--- src/rtl/mmm_modexp_ctrl.sv ---
`timescale 1ns/1ps
// Left-to-right modular exponentiation sequencer driving an external Montgomery
// multiplier. Define MODEXP_LZ_SKIP_EN to skip leading exponent zero bits.
module mmm_modexp_ctrl #(
    parameter int K_BITS = 8,
    parameter int E_BITS = 8
) (
    input  logic              i_Clk,
    input  logic              i_Rst,
    input  logic              i_Start,
    input  logic [K_BITS-1:0] i_X,
    input  logic [E_BITS-1:0] i_E,
    input  logic [K_BITS-1:0] i_m,
    input  logic [K_BITS-1:0] i_R2,
    output logic [K_BITS-1:0] o_Y,
    output logic              o_Done,
    output logic              o_Busy,
    output logic [7:0]        o_Op_Count,
    output logic              o_mm_Start,
    output logic [K_BITS-1:0] o_mm_A,
    output logic [K_BITS-1:0] o_mm_B,
    output logic [K_BITS-1:0] o_mm_m,
    input  logic [K_BITS-1:0] i_mm_P,
    input  logic              i_mm_Done
);
    localparam int IW = (E_BITS > 1) ? $clog2(E_BITS) : 1;

    typedef enum logic [2:0] {
        S_IDLE, S_TO_MONT_X, S_TO_MONT_ONE, S_SQUARE, S_MULT, S_FROM_MONT, S_DONE
    } state_e;
    typedef enum logic [1:0] {PH_ENTRY, PH_ISSUE, PH_RELEASE} phase_e;

    state_e            state_q, state_d, op_next;
    phase_e            phase_q, phase_d;
    logic [IW-1:0]     idx_q, idx_d, idx_next;
    logic [K_BITS-1:0] x_q, x_d, m_q, m_d, r2_q, r2_d;
    logic [K_BITS-1:0] xbar_q, xbar_d, acc_q, acc_d, y_q, y_d;
    logic [K_BITS-1:0] mm_a_q, mm_a_d, mm_b_q, mm_b_d, mm_m_q, mm_m_d;
    logic [E_BITS-1:0] e_q, e_d;
    logic [7:0]        cnt_q, cnt_d;
    logic              busy_q, busy_d, done_q, done_d, mm_start_q, mm_start_d;
    logic              op_state, accept, launch, capture, advance;

    assign op_state = state_q inside {S_TO_MONT_X, S_TO_MONT_ONE, S_SQUARE, S_MULT, S_FROM_MONT};
    assign accept   = (state_q == S_IDLE) && i_Start && !i_mm_Done;
    assign launch   = op_state && (phase_q == PH_ENTRY) && !i_mm_Done;
    assign capture  = op_state && (phase_q == PH_ISSUE) && i_mm_Done;
    assign advance  = op_state && (phase_q == PH_RELEASE) && !i_mm_Done;

`ifdef MODEXP_LZ_SKIP_EN
    logic [IW-1:0] msb;
    always_comb begin
        msb = '0;
        for (int unsigned i = 0; i < E_BITS; i++) begin
            if (e_q[i]) msb = IW'(i);
        end
    end
`endif

    // Successor operation and bit index once the current operation is released.
    always_comb begin
        op_next  = state_q;
        idx_next = idx_q;
        case (state_q)
            S_TO_MONT_X: op_next = S_TO_MONT_ONE;
            S_TO_MONT_ONE: begin
`ifdef MODEXP_LZ_SKIP_EN
                if (e_q == '0 || msb == '0) begin
                    op_next = S_FROM_MONT;
                end else begin
                    op_next  = S_SQUARE;
                    idx_next = msb - IW'(1);
                end
`else
                op_next  = S_SQUARE;
                idx_next = IW'(E_BITS - 1);
`endif
            end
            S_SQUARE, S_MULT: begin
                if (state_q == S_SQUARE && e_q[idx_q]) begin
                    op_next = S_MULT;
                end else if (idx_q == '0) begin
                    op_next = S_FROM_MONT;
                end else begin
                    op_next  = S_SQUARE;
                    idx_next = idx_q - IW'(1);
                end
            end
            S_FROM_MONT: op_next = S_DONE;
            default: ;
        endcase
    end

    always_comb begin
        state_d = state_q;
        phase_d = phase_q;
        idx_d   = idx_q;
        case (state_q)
            S_IDLE: begin
                if (accept) begin
                    state_d = S_TO_MONT_X;
                    phase_d = PH_ENTRY;
                end
            end
            S_DONE: begin
                if (!i_Start) state_d = S_IDLE;
            end
            default: begin
                if (launch) phase_d = PH_ISSUE;
                if (capture) phase_d = PH_RELEASE;
                if (advance) begin
                    phase_d = PH_ENTRY;
                    state_d = op_next;
                    idx_d   = idx_next;
                end
            end
        endcase
    end

    always_comb begin
        x_d        = x_q;
        e_d        = e_q;
        m_d        = m_q;
        r2_d       = r2_q;
        xbar_d     = xbar_q;
        acc_d      = acc_q;
        y_d        = y_q;
        cnt_d      = cnt_q;
        busy_d     = busy_q;
        done_d     = done_q;
        mm_start_d = mm_start_q;
        mm_a_d     = mm_a_q;
        mm_b_d     = mm_b_q;
        mm_m_d     = mm_m_q;
        if (accept) begin
            x_d    = i_X;
            e_d    = i_E;
            m_d    = i_m;
            r2_d   = i_R2;
            cnt_d  = '0;
            busy_d = 1'b1;
        end
        if (launch) begin
            mm_start_d = 1'b1;
            mm_m_d     = m_q;
            case (state_q)
                S_TO_MONT_X:   begin mm_a_d = x_q;          mm_b_d = r2_q;         end
                S_TO_MONT_ONE: begin mm_a_d = K_BITS'(1);   mm_b_d = r2_q;         end
                S_SQUARE:      begin mm_a_d = acc_q;        mm_b_d = acc_q;        end
                S_MULT:        begin mm_a_d = acc_q;        mm_b_d = xbar_q;       end
                default:       begin mm_a_d = acc_q;        mm_b_d = K_BITS'(1);   end
            endcase
        end
        if (capture) begin
            mm_start_d = 1'b0;
            if (cnt_q != 8'hFF) cnt_d = cnt_q + 8'd1;
            case (state_q)
                S_TO_MONT_X: xbar_d = i_mm_P;
                S_FROM_MONT: y_d    = i_mm_P;
                default:     acc_d  = i_mm_P;
            endcase
        end
        if (advance) begin
`ifdef MODEXP_LZ_SKIP_EN
            // The leading 1 of E turns acc straight into xbar without a multiply.
            if (state_q == S_TO_MONT_ONE && e_q != '0) acc_d = xbar_q;
`endif
            if (state_q == S_FROM_MONT) begin
                done_d = 1'b1;
                busy_d = 1'b0;
            end
        end
        if (state_q == S_DONE && !i_Start) done_d = 1'b0;
    end

    always_ff @(posedge i_Clk or posedge i_Rst) begin
        if (i_Rst) begin
            state_q    <= S_IDLE;
            phase_q    <= PH_ENTRY;
            idx_q      <= '0;
            x_q        <= '0;
            e_q        <= '0;
            m_q        <= '0;
            r2_q       <= '0;
            xbar_q     <= '0;
            acc_q      <= '0;
            y_q        <= '0;
            cnt_q      <= '0;
            busy_q     <= 1'b0;
            done_q     <= 1'b0;
            mm_start_q <= 1'b0;
            mm_a_q     <= '0;
            mm_b_q     <= '0;
            mm_m_q     <= '0;
        end else begin
            state_q    <= state_d;
            phase_q    <= phase_d;
            idx_q      <= idx_d;
            x_q        <= x_d;
            e_q        <= e_d;
            m_q        <= m_d;
            r2_q       <= r2_d;
            xbar_q     <= xbar_d;
            acc_q      <= acc_d;
            y_q        <= y_d;
            cnt_q      <= cnt_d;
            busy_q     <= busy_d;
            done_q     <= done_d;
            mm_start_q <= mm_start_d;
            mm_a_q     <= mm_a_d;
            mm_b_q     <= mm_b_d;
            mm_m_q     <= mm_m_d;
        end
    end

    assign o_Y        = y_q;
    assign o_Done     = done_q;
    assign o_Busy     = busy_q;
    assign o_Op_Count = cnt_q;
    assign o_mm_Start = mm_start_q;
    assign o_mm_A     = mm_a_q;
    assign o_mm_B     = mm_b_q;
    assign o_mm_m     = mm_m_q;
endmodule

--- config.mk ---
export PLATFORM = sky130hd
export DESIGN_NAME = mmm_modexp_ctrl
export DESIGN_NICKNAME = d
export VERILOG_FILES = /design/src/rtl/mmm_modexp_ctrl.sv
export SDC_FILE = /design/constraint.sdc
export NUM_CORES = 1
export LEC_CHECK = 0
export CORE_ASPECT_RATIO = 1.1
export CORE_UTILIZATION = 52
export CTS_CLUSTER_DIAMETER = 100
export CTS_CLUSTER_SIZE = 8
export DETAILED_ROUTE_END_ITERATION = 6
export PLACE_DENSITY = 0.92
export SETUP_SLACK_MARGIN = 0.2
export SLEW_MARGIN = 0
export SYNTH_ARGS = -nofsm -noshare
export SYNTH_HDL_FRONTEND = slang
export SYNTH_SLANG_ARGS = --single-unit
export TNS_END_PERCENT = 100
--- constraint.sdc ---
create_clock -name i_Clk -period 3.3 [get_ports i_Clk]
set_input_delay 0.33 -clock i_Clk [delete_from_list [all_inputs] [get_ports i_Clk]]
set_output_delay 0.33 -clock i_Clk [all_outputs]
set_load 0.005 [all_outputs]
# Yosys cells after proc, flatten, opt, wreduce, memory -nomap -nowiden
# Index checks and enable logic that the tools add are counted.
# W data, S select, Z words.
[word_totals]
output_inout_bits = 43
ff_bits = 99
input_bits = 44
word_cells = 100
[classes]
addsub = 2
bitwise = 3
reduce_logical = 34
magnitude_cmp = 1
mux = 30
n_eq_ne = 13
[ops]
columns = ["operator", "n"]
rows = [
  ["$mux W8", 3],
  ["$pmux W8 S3", 1],
  ["$mux W3", 7],
  ["$pmux W8 S2", 1],
  ["$pmux W3 S2", 2],
  ["$pmux W3 S4", 1],
  ["$logic_and A1 B1 Y1", 10],
  ["$eq A3 B3 Y1 const B", 3],
  ["$mux W1", 9],
  ["$add A8 B1 Y8 const B", 1],
  ["$mux W2", 4],
  ["$ne A2 B2 Y1 const B", 4],
  ["$ne A8 B8 Y1 const B", 1],
  ["$reduce_and A2 Y1", 4],
  ["$reduce_bool A2 Y1", 4],
  ["$reduce_or A2 Y1", 4],
  ["$eq A3 B2 Y1 const B", 2],
  ["$logic_not A3 Y1", 2],
  ["$reduce_bool A6 Y1", 1],
  ["$reduce_and A5 Y1", 1],
  ["$reduce_bool A5 Y1", 1],
  ["$lt A3 B4 Y1 const B", 1],
  ["$pmux W2 S2", 1],
  ["$reduce_and A4 Y1", 1],
  ["11 further kinds", 14],
]

# Depth between registers and ports, before layout
# Gate-level depths: netlist of the first run.
[depth]
ltp_word = 8
depth_mapped = 8
mapped_depth_nobuf = 7

# Worst setup path before layout of the first run
# Ideal clock, no wire load.
[synth_timing]
path_type = "flip-flop to flip-flop"
start = "register idx_q[0]"
end = "register idx_q[2]"
arrival_ns = 1.632
required_ns = 3.181
slack_ns = 1.549
period_less_slack_ns = 1.751
stages_incl_launch_ff = 9
path_buffers = 1
setup_ns = 0.119
cell_sequence = "dfrtp_1 buf_4 inv_1 ha_1 or2b_2 a32oi_2 a311oi_4 o221a_1 o21a_1"
[synth_via]
elab_chain_len = 5
word_cells_on_any_way = 11
cone_classes = "add/sub (1); eq/ne (2); mux (5); reduce/logical (3)"
[synth_rtl]
columns = ["item", "line", "source"]
rows = [
  ["start, declared", "35", "logic [IW-1:0] idx_q, idx_d, idx_next;"],
  ["start signal, assigned", "198", "idx_q <= idx_d;"],
  ["$bmux W1 S3", "80", "if (state_q == S_SQUARE && e_q[idx_q]) begin"],
  ["$mux W1 (not written as such)", "80", ""],
  ["$logic_and A1 B1 Y1", "80", ""],
  ["$ne A2 B2 Y1 (no line)", "n/a", ""],
  ["$reduce_and A5 Y1 (no line)", "n/a", ""],
]
# Parallel ways exist; a longest one is shown, timed or not. The select of a mux whose other input is x is not followed.
# A chain may end at the register's enable or synchronous reset.

# Worst setup path after layout of the first run
[layout_timing]
start = "register state_q[1]"
end = "register mm_m_q[1] (netlist: o_mm_m[1])"
[layout_via]
elab_chain_len = 4
word_cells_on_any_way = 8
cone_classes = "eq/ne (5); reduce/logical (3)"
[layout_rtl]
columns = ["item", "line", "source"]
rows = [
  ["start, declared", "33", "state_e state_q, state_d, op_next;"],
  ["start signal, assigned", "196", "state_q <= state_d;"],
  ["$eq A3 B1 Y1, or another cell as far along", "44", "assign op_state = state_q inside {S_TO_MONT_X, S_TO_MONT_ONE, S_SQUARE, S_MULT, S_FROM_MONT};"],
  ["$reduce_bool A5 Y1 (*)", "44", ""],
  ["$logic_and A1 B1 Y1 (*) (2 in a row)", "46", "assign launch = op_state && (phase_q == PH_ENTRY) && !i_mm_Done;"],
  ["end signal, assigned", "212", "mm_m_q <= mm_m_d;"],
  ["end, declared", "38", "logic [K_BITS-1:0] mm_a_q, mm_a_d, mm_b_q, mm_b_d, mm_m_q, mm_m_d;"],
]
# Mark *: on every way between the ends. The rest lies on a longest branch, timed or not.

==> impl_metrics.ini, run 1 <==
[outcome]
status = finished, final reports clean

[sta]
fin_crit_sh = 0.752
setup_viol = 0
period_minus_slack_ns = 2.48
worst_pin_slew_ns = 0.778
rsz0062_at_grt = no
skew_ns = 0.0121
slew_violations = 0
setup_tns_ns = 0
hold_viol = 0
clock.fmax_ghz = 0.403
slew_headroom = 0.481

[routing]
drc = 0
drt_iter0_drc = 387
firstDrtPassIters = 5
vias_per_cell = 5.73
wl_mm = 11.1
ant_nets = 0
routed_wire_length_per_instance_um = 17.5
via_count = 3637

[clock_tree]
htreeDepth = 3
insertion_delay_ns = 0.36
cts_buffers = 9
hold_buffers = 0
clockRootBuffer = clkbuf_8
cts_tree = yes
cts_setup_buffers = 0
clockBufferDepth = 2
clkSinkCount = 99
cts_resized = 0
clkTransAtPathRegs_ns = 0.10

[worst_setup_path]
rr_worst_depth = 3
cp_slowest_cell = dfrtp_1
arrival_ns = 2.72
crit_start = state_q[1]$_DFFE_PP0P_
crit_buf_inv = 0
timing.rr.start = state_q[1]$_DFFE_PP0P_
r2r_end = o_mm_m[1]$_DFFE_PP0P_
path_cells = or3_1 > nand3_2 > mux2_1
worstSetupEndpointType = register
start_kind = register
slowest_delay_ns = 0.86
crit_end = o_mm_m[1]$_DFFE_PP0P_
r2r_slack_ns = 0.82
critPathKind = register to register
path_depth = 3
required_ns = 3.54
cp_top_family = simple AND/OR/NAND/NOR gates
cp_max_fo = 34

[power_and_ir_drop]
total_leakage_power_uw = 0.00265
powerDensity_nw_per_um2 = 855
irDropWorstVdd_mv = 0.495

[cells_and_area]
fin_cells = 635
diodes = 0
area_growth_pct = 24.9
mostFrequentLayoutCell = nand2_1
layout_common_cells = nand2_1 (135), dfrtp_1 (99), clkdlybuf4s50_1 (86), mux2_1 (32), o21ai_1 (22)
drive_gt1_frac = 0.0821
nets = 567

[synthesis]
synthArstFlopShare = 1.00
ys.flop_type = dfrtp_1
syn_area_sq_um = 4570
yosysSeqAreaShare = 0.542
syn_inst = 439
ys_types = 60
synth_seq_cells = 99
syn_avg_cell_area_sq_um = 10.4
synth_edf_count = 0
synth_nets = 486
ys_warn_count = 0

[global_routing]
grt_usage = 0.258
first_global_vias = 3656
antenna_found_initial = 0
gr-total-overflow = 0
grt_pass1_wl_mm = 18.3
grt_max_degree = 60

[die]
die_area_sq_um = 9160
coreArea_sq_um = 8450
rows = 35
initial_core_util = 0.540
die-height_um = 100
die_w_um = 91.4
boundaryPins = 87

[placement]
placed_cells = 620
dp_hpwl_mm = 7.68
place.gp.congestion = 0.926
numPortBuffers = 86

[hold_path]
holdCritPathClass = input pin to asynchronous set/reset pin

[flow_run]
cap_violations = 0
[worst min-delay path by stage]
stage / slack [ns] / startpoint / end
final: 0.42 / i_Rst / o_Y[1]$_DFFE_PP0P_
after detailed placement: 0.46 / m_q[7]$_DFFE_PP0P_ / m_q[7]$_DFFE_PP0P_
after CTS: 0.45 / i_Rst / o_Y[1]$_DFFE_PP0P_
after floorplan: 0.44 / i_E[0] / e_q[0]$_DFFE_PP0P_
after global routing: 0.50 / i_Rst / o_Y[1]$_DFFE_PP0P_
after global placement: 0.45 / m_q[7]$_DFFE_PP0P_ / m_q[7]$_DFFE_PP0P_
[metrics by stage]
| step | utilization | power [uW] | setup WS, ns | area [sq um] | hold WS [ns] |
|---|---|---|---|---|---|
| finish | 0.675 | 4880 | 0.817 | 5710 | 0.422 |
| global route | 0.675 | 5160 | 0.603 | 5710 | 0.498 |
| CTS | 0.675 | 4850 | 0.852 | 5710 | 0.453 |
| detailed placement | 0.650 | 3990 | 0.870 | 5490 | 0.461 |
| global placement | 0.650 | 3870 | 0.938 | 5490 | 0.451 |
| floorplan | - | 3240 | 0.380 | 4570 | 0.435 |
[worst reg2reg max path: cells and delay by family, from the launching register on]
| family | cells | cell delay (ns) |
|---|---|---|
| simple gates | 2 | 0.95 |
| flops | 1 | 0.86 |
| mux | 1 | 0.57 |
[layer usage]
| layer | global-route usage | wire length (um) | up-vias | share of wire |
|---|---|---|---|---|
| met4 | 0.105 | 312 | 0 | 0.028 |
| met3 | 0.0417 | 696 | 26 | 0.063 |
| met5 | 0 | 0 | - | 0 |
| met2 | 0.432 | 5520 | 166 | 0.50 |
| li1 | - | - | 1680 | - |
| met1 | 0.338 | 4580 | 1765 | 0.41 |
[cells in the mapped netlist, drive strengths merged (2+ instances only)]
cell type,count,area share
and2b,2,0.0038
inv,7,0.0058
and2,2,0.0027
mux2,33,0.082
nor2b,2,0.0027
nand4,2,0.0027
o21ai,26,0.028
a22oi,16,0.029
and3,6,0.0085
o22a,3,0.0058
or2b,2,0.0038
nor3b,3,0.0049
a21o,2,0.0033
mux2i,5,0.011
nor2,12,0.013
buf,17,0.022
a31oi,2,0.0027
nand2,136,0.11
a21boi,2,0.0033
a22o,9,0.017
o2111ai,2,0.0038
dfrtp,99,0.54
clkbuf,5,0.0049
nand3,8,0.013
o22ai,4,0.0055
nor3,2,0.0033
a21oi,10,0.011
ha,3,0.0082
xor2,2,0.0055
[cells by family (layout without fill, tap and decap cells)]
| group | after synthesis | after routing | synth area share |
|---|---|---|---|
| AO/OA/AOI/OAI | 84 | 84 | 0.133 |
| AND/OR/NAND/NOR | 183 | 183 | 0.181 |
| buffers and inverters | 30 | 115 | 0.0370 |
| multiplexers | 38 | 38 | 0.0931 |
| flip-flops | 99 | 99 | 0.542 |
| adder cells (fa/ha/maj) | 3 | 3 | 0.00822 |
| XOR/XNOR | 2 | 2 | 0.00548 |
[registers in the layout (all words and copies together) (netlist names), 3 cells and up]
name        flops
o_mm_A          8
x_q             8
o_mm_B          8
acc_q           8
state_q         3
xbar_q          8
o_Y             8
e_q             8
o_mm_m          8
m_q             8
o_Op_Count      8
r2_q            8
idx_q           3
[final cells by class]
type | instances | area (sq um)
Clock buffer | 10 | 128
Tap cell | 111 | 139
Fill cell | 611 | 2750
Sequential cell | 99 | 2480
Inverter | 8 | 46.3
Timing Repair Buffer | 92 | 906
Multi-Input combinational cell | 310 | 1920
Clock inverter | 5 | 87.6
[power by group]
part	switching [uW]	internal [uW]	total, uW	leakage [uW]
Sequential	474	1730	2200	0.00125
Combinational	873	949	1820	0.00130
Clock	422	430	852	0.000104
Total	1770	3110	4880	0.00265
Power figures use the tool's default switching activity.
==> run 2, diff against run 1 <==
==> constraint.sdc (replaced) <==
create_clock -name i_Clk -period 2.4 [get_ports i_Clk]
set_input_delay 0.24 -clock i_Clk [delete_from_list [all_inputs] [get_ports i_Clk]]
set_output_delay 0.24 -clock i_Clk [all_outputs]
set_load 0.005 [all_outputs]
==> impl_metrics.ini, run 2 (synthesized netlist as in run 1, its figures left out) <==
[outcome]
status = finished, final reports clean

[sta]
setup_tns_ns = 0
rsz0062_at_grt = no
skew_ns = 0.00817
worst_pin_slew_ns = 0.520
final.setup.worst_slack_ns = 0.445
clock.fmax_ghz = 0.512
fin_crit_sh = 0.814
hold_viol = 0
setup_viol = 0
whs_ns = 0.349
period_minus_slack_ns = 1.95
slew_headroom = 0.653
slew_violations = 0

[cells_and_area]
mostFrequentLayoutCell = nand2_1
area_growth_pct = 26.2
drive_gt1_frac = 0.0925
fillers = 589
layout_common_cells = nand2_1 (135), dfrtp_1 (99), clkdlybuf4s50_1 (86), mux2_1 (32), o21ai_1 (22)
diodes = 0
nets = 573

[die]
initial_core_util = 0.540
die-height_um = 100
boundaryPins = 87
die_w_um = 91.4
coreArea_sq_um = 8450
rows = 35
die_area_sq_um = 9160

[placement]
place.gp.congestion = 0.922
numPortBuffers = 86
dp_hpwl_mm = 7.55
dp_slack_ns = 0.302

[global_routing]
first_global_vias = 3536
grt_usage = 0.245
grt_pass1_wl_mm = 17.3
gr-total-overflow = 0
antenna_found_initial = 0
grt_max_degree = 100

[worst_setup_path]
arrival_ns = 2.21
start_kind = register
cp_slowest_cell = dfrtp_1
critPathKind = register to register
slowest_delay_ns = 0.51
worstSetupEndpointType = register
required_ns = 2.65
cp_max_fo = 15
path_cells = buf_4 > nor3b_1 > a32oi_2 > a311oi_4 > o2111ai_1 > o21a_1

[clock_tree]
insertion_delay_ns = 0.36
clkTransAtPathRegs_ns = 0.10
cts_setup_buffers = 0
hold_buffers = 0
cts_tree = yes
cts_buffers = 9
clockBufferDepth = 2
clockRootBuffer = clkbuf_8
clkSinkCount = 99
cts_resized = 0
htreeDepth = 3

[routing]
firstDrtPassIters = 5
ant_nets = 0
drc = 0
drt_iter0_drc = 284
wl_mm = 10.5
via_count = 3583
vias_per_cell = 5.59
routed_wire_length_per_instance_um = 16.4

[hold_path]
holdCritPathClass = input pin to asynchronous set/reset pin

[power_and_ir_drop]
total_leakage_power_uw = 0.00268
irDropWorstVdd_mv = 0.575
powerDensity_nw_per_um2 = 1160

[flow_run]
cap_violations = 0
==> run 2: cell count changes in the layout (fill, tap and decap cells not counted), sizes merged <==
| cell | delta |
|---|---|
| buf | +6 |
| clkinvlp | +1 |
| inv | -1 |
==> run 2: report_power, final <==
group | leakage [uW] | internal [uW] | switching, uW | total [uW]
clock network | 0.000104 | 591 | 572 | 1160
logic | 0.00133 | 1350 | 1260 | 2610
registers | 0.00125 | 2380 | 558 | 2940
==> run 2: routing by layer <==
layer,up-vias,track usage,share of wire
li1,1694,-,-
met5,-,0,0
met4,0,0.116,0.024
met2,144,0.397,0.48
met1,1724,0.330,0.44
met3,21,0.0341,0.057
==> run 2: path summary, 6_finish.rpt <==
kind	from	endpoint	slack, ns	depth (start not counted)
max	state_q[1]$_DFFE_PP0P_	idx_q[2]$_DFFE_PP0P_	0.45	6
min	i_Rst	o_mm_B[3]$_DFFE_PP0P_	0.35	3
max reg2reg	state_q[1]$_DFFE_PP0P_	idx_q[2]$_DFFE_PP0P_	0.45	6
min reg2reg	m_q[7]$_DFFE_PP0P_	m_q[7]$_DFFE_PP0P_	0.48	2
max in group asynchronous	i_Rst	idx_q[1]$_DFFE_PP0P_	1.63	3
min in group i_Clk	i_m[5]	m_q[5]$_DFFE_PP0P_	0.40	3
==> run 2: critical path, delay by kind of cell, from the launching register on <==
kind,cells,cell delay [ns]
AO/OA/AOI/OAI,4,0.77
flip-flops,1,0.51
AND/OR/NAND/NOR,1,0.31
buffers and inverters,1,0.25
==> run 2: final cells by class <==
type / instances / area (sq um) / share of cell area
multi-input cells: 310 / 1920 / 0.333
repair buffers: 98 / 963 / 0.167
clock inverters: 5 / 87.6 / 0.0152
clock buffers: 10 / 128 / 0.0221
well taps: 111 / 139 / 0.0241
inverters: 8 / 47.5 / 0.00825
flip-flops and latches: 99 / 2480 / 0.430
==> run 2: stage by stage <==
stage	utilization	total power, uW	std cells	instance area (sq um)
6_report	0.682	6710	641	5760
5_1_grt	0.682	7130	641	5760
4_1_cts	0.682	6720	641	5760
3_5_place_dp	0.657	5550	626	5550
3_3_place_gp	0.657	5360	626	5550
2_1_floorplan	-	4460	439	4570
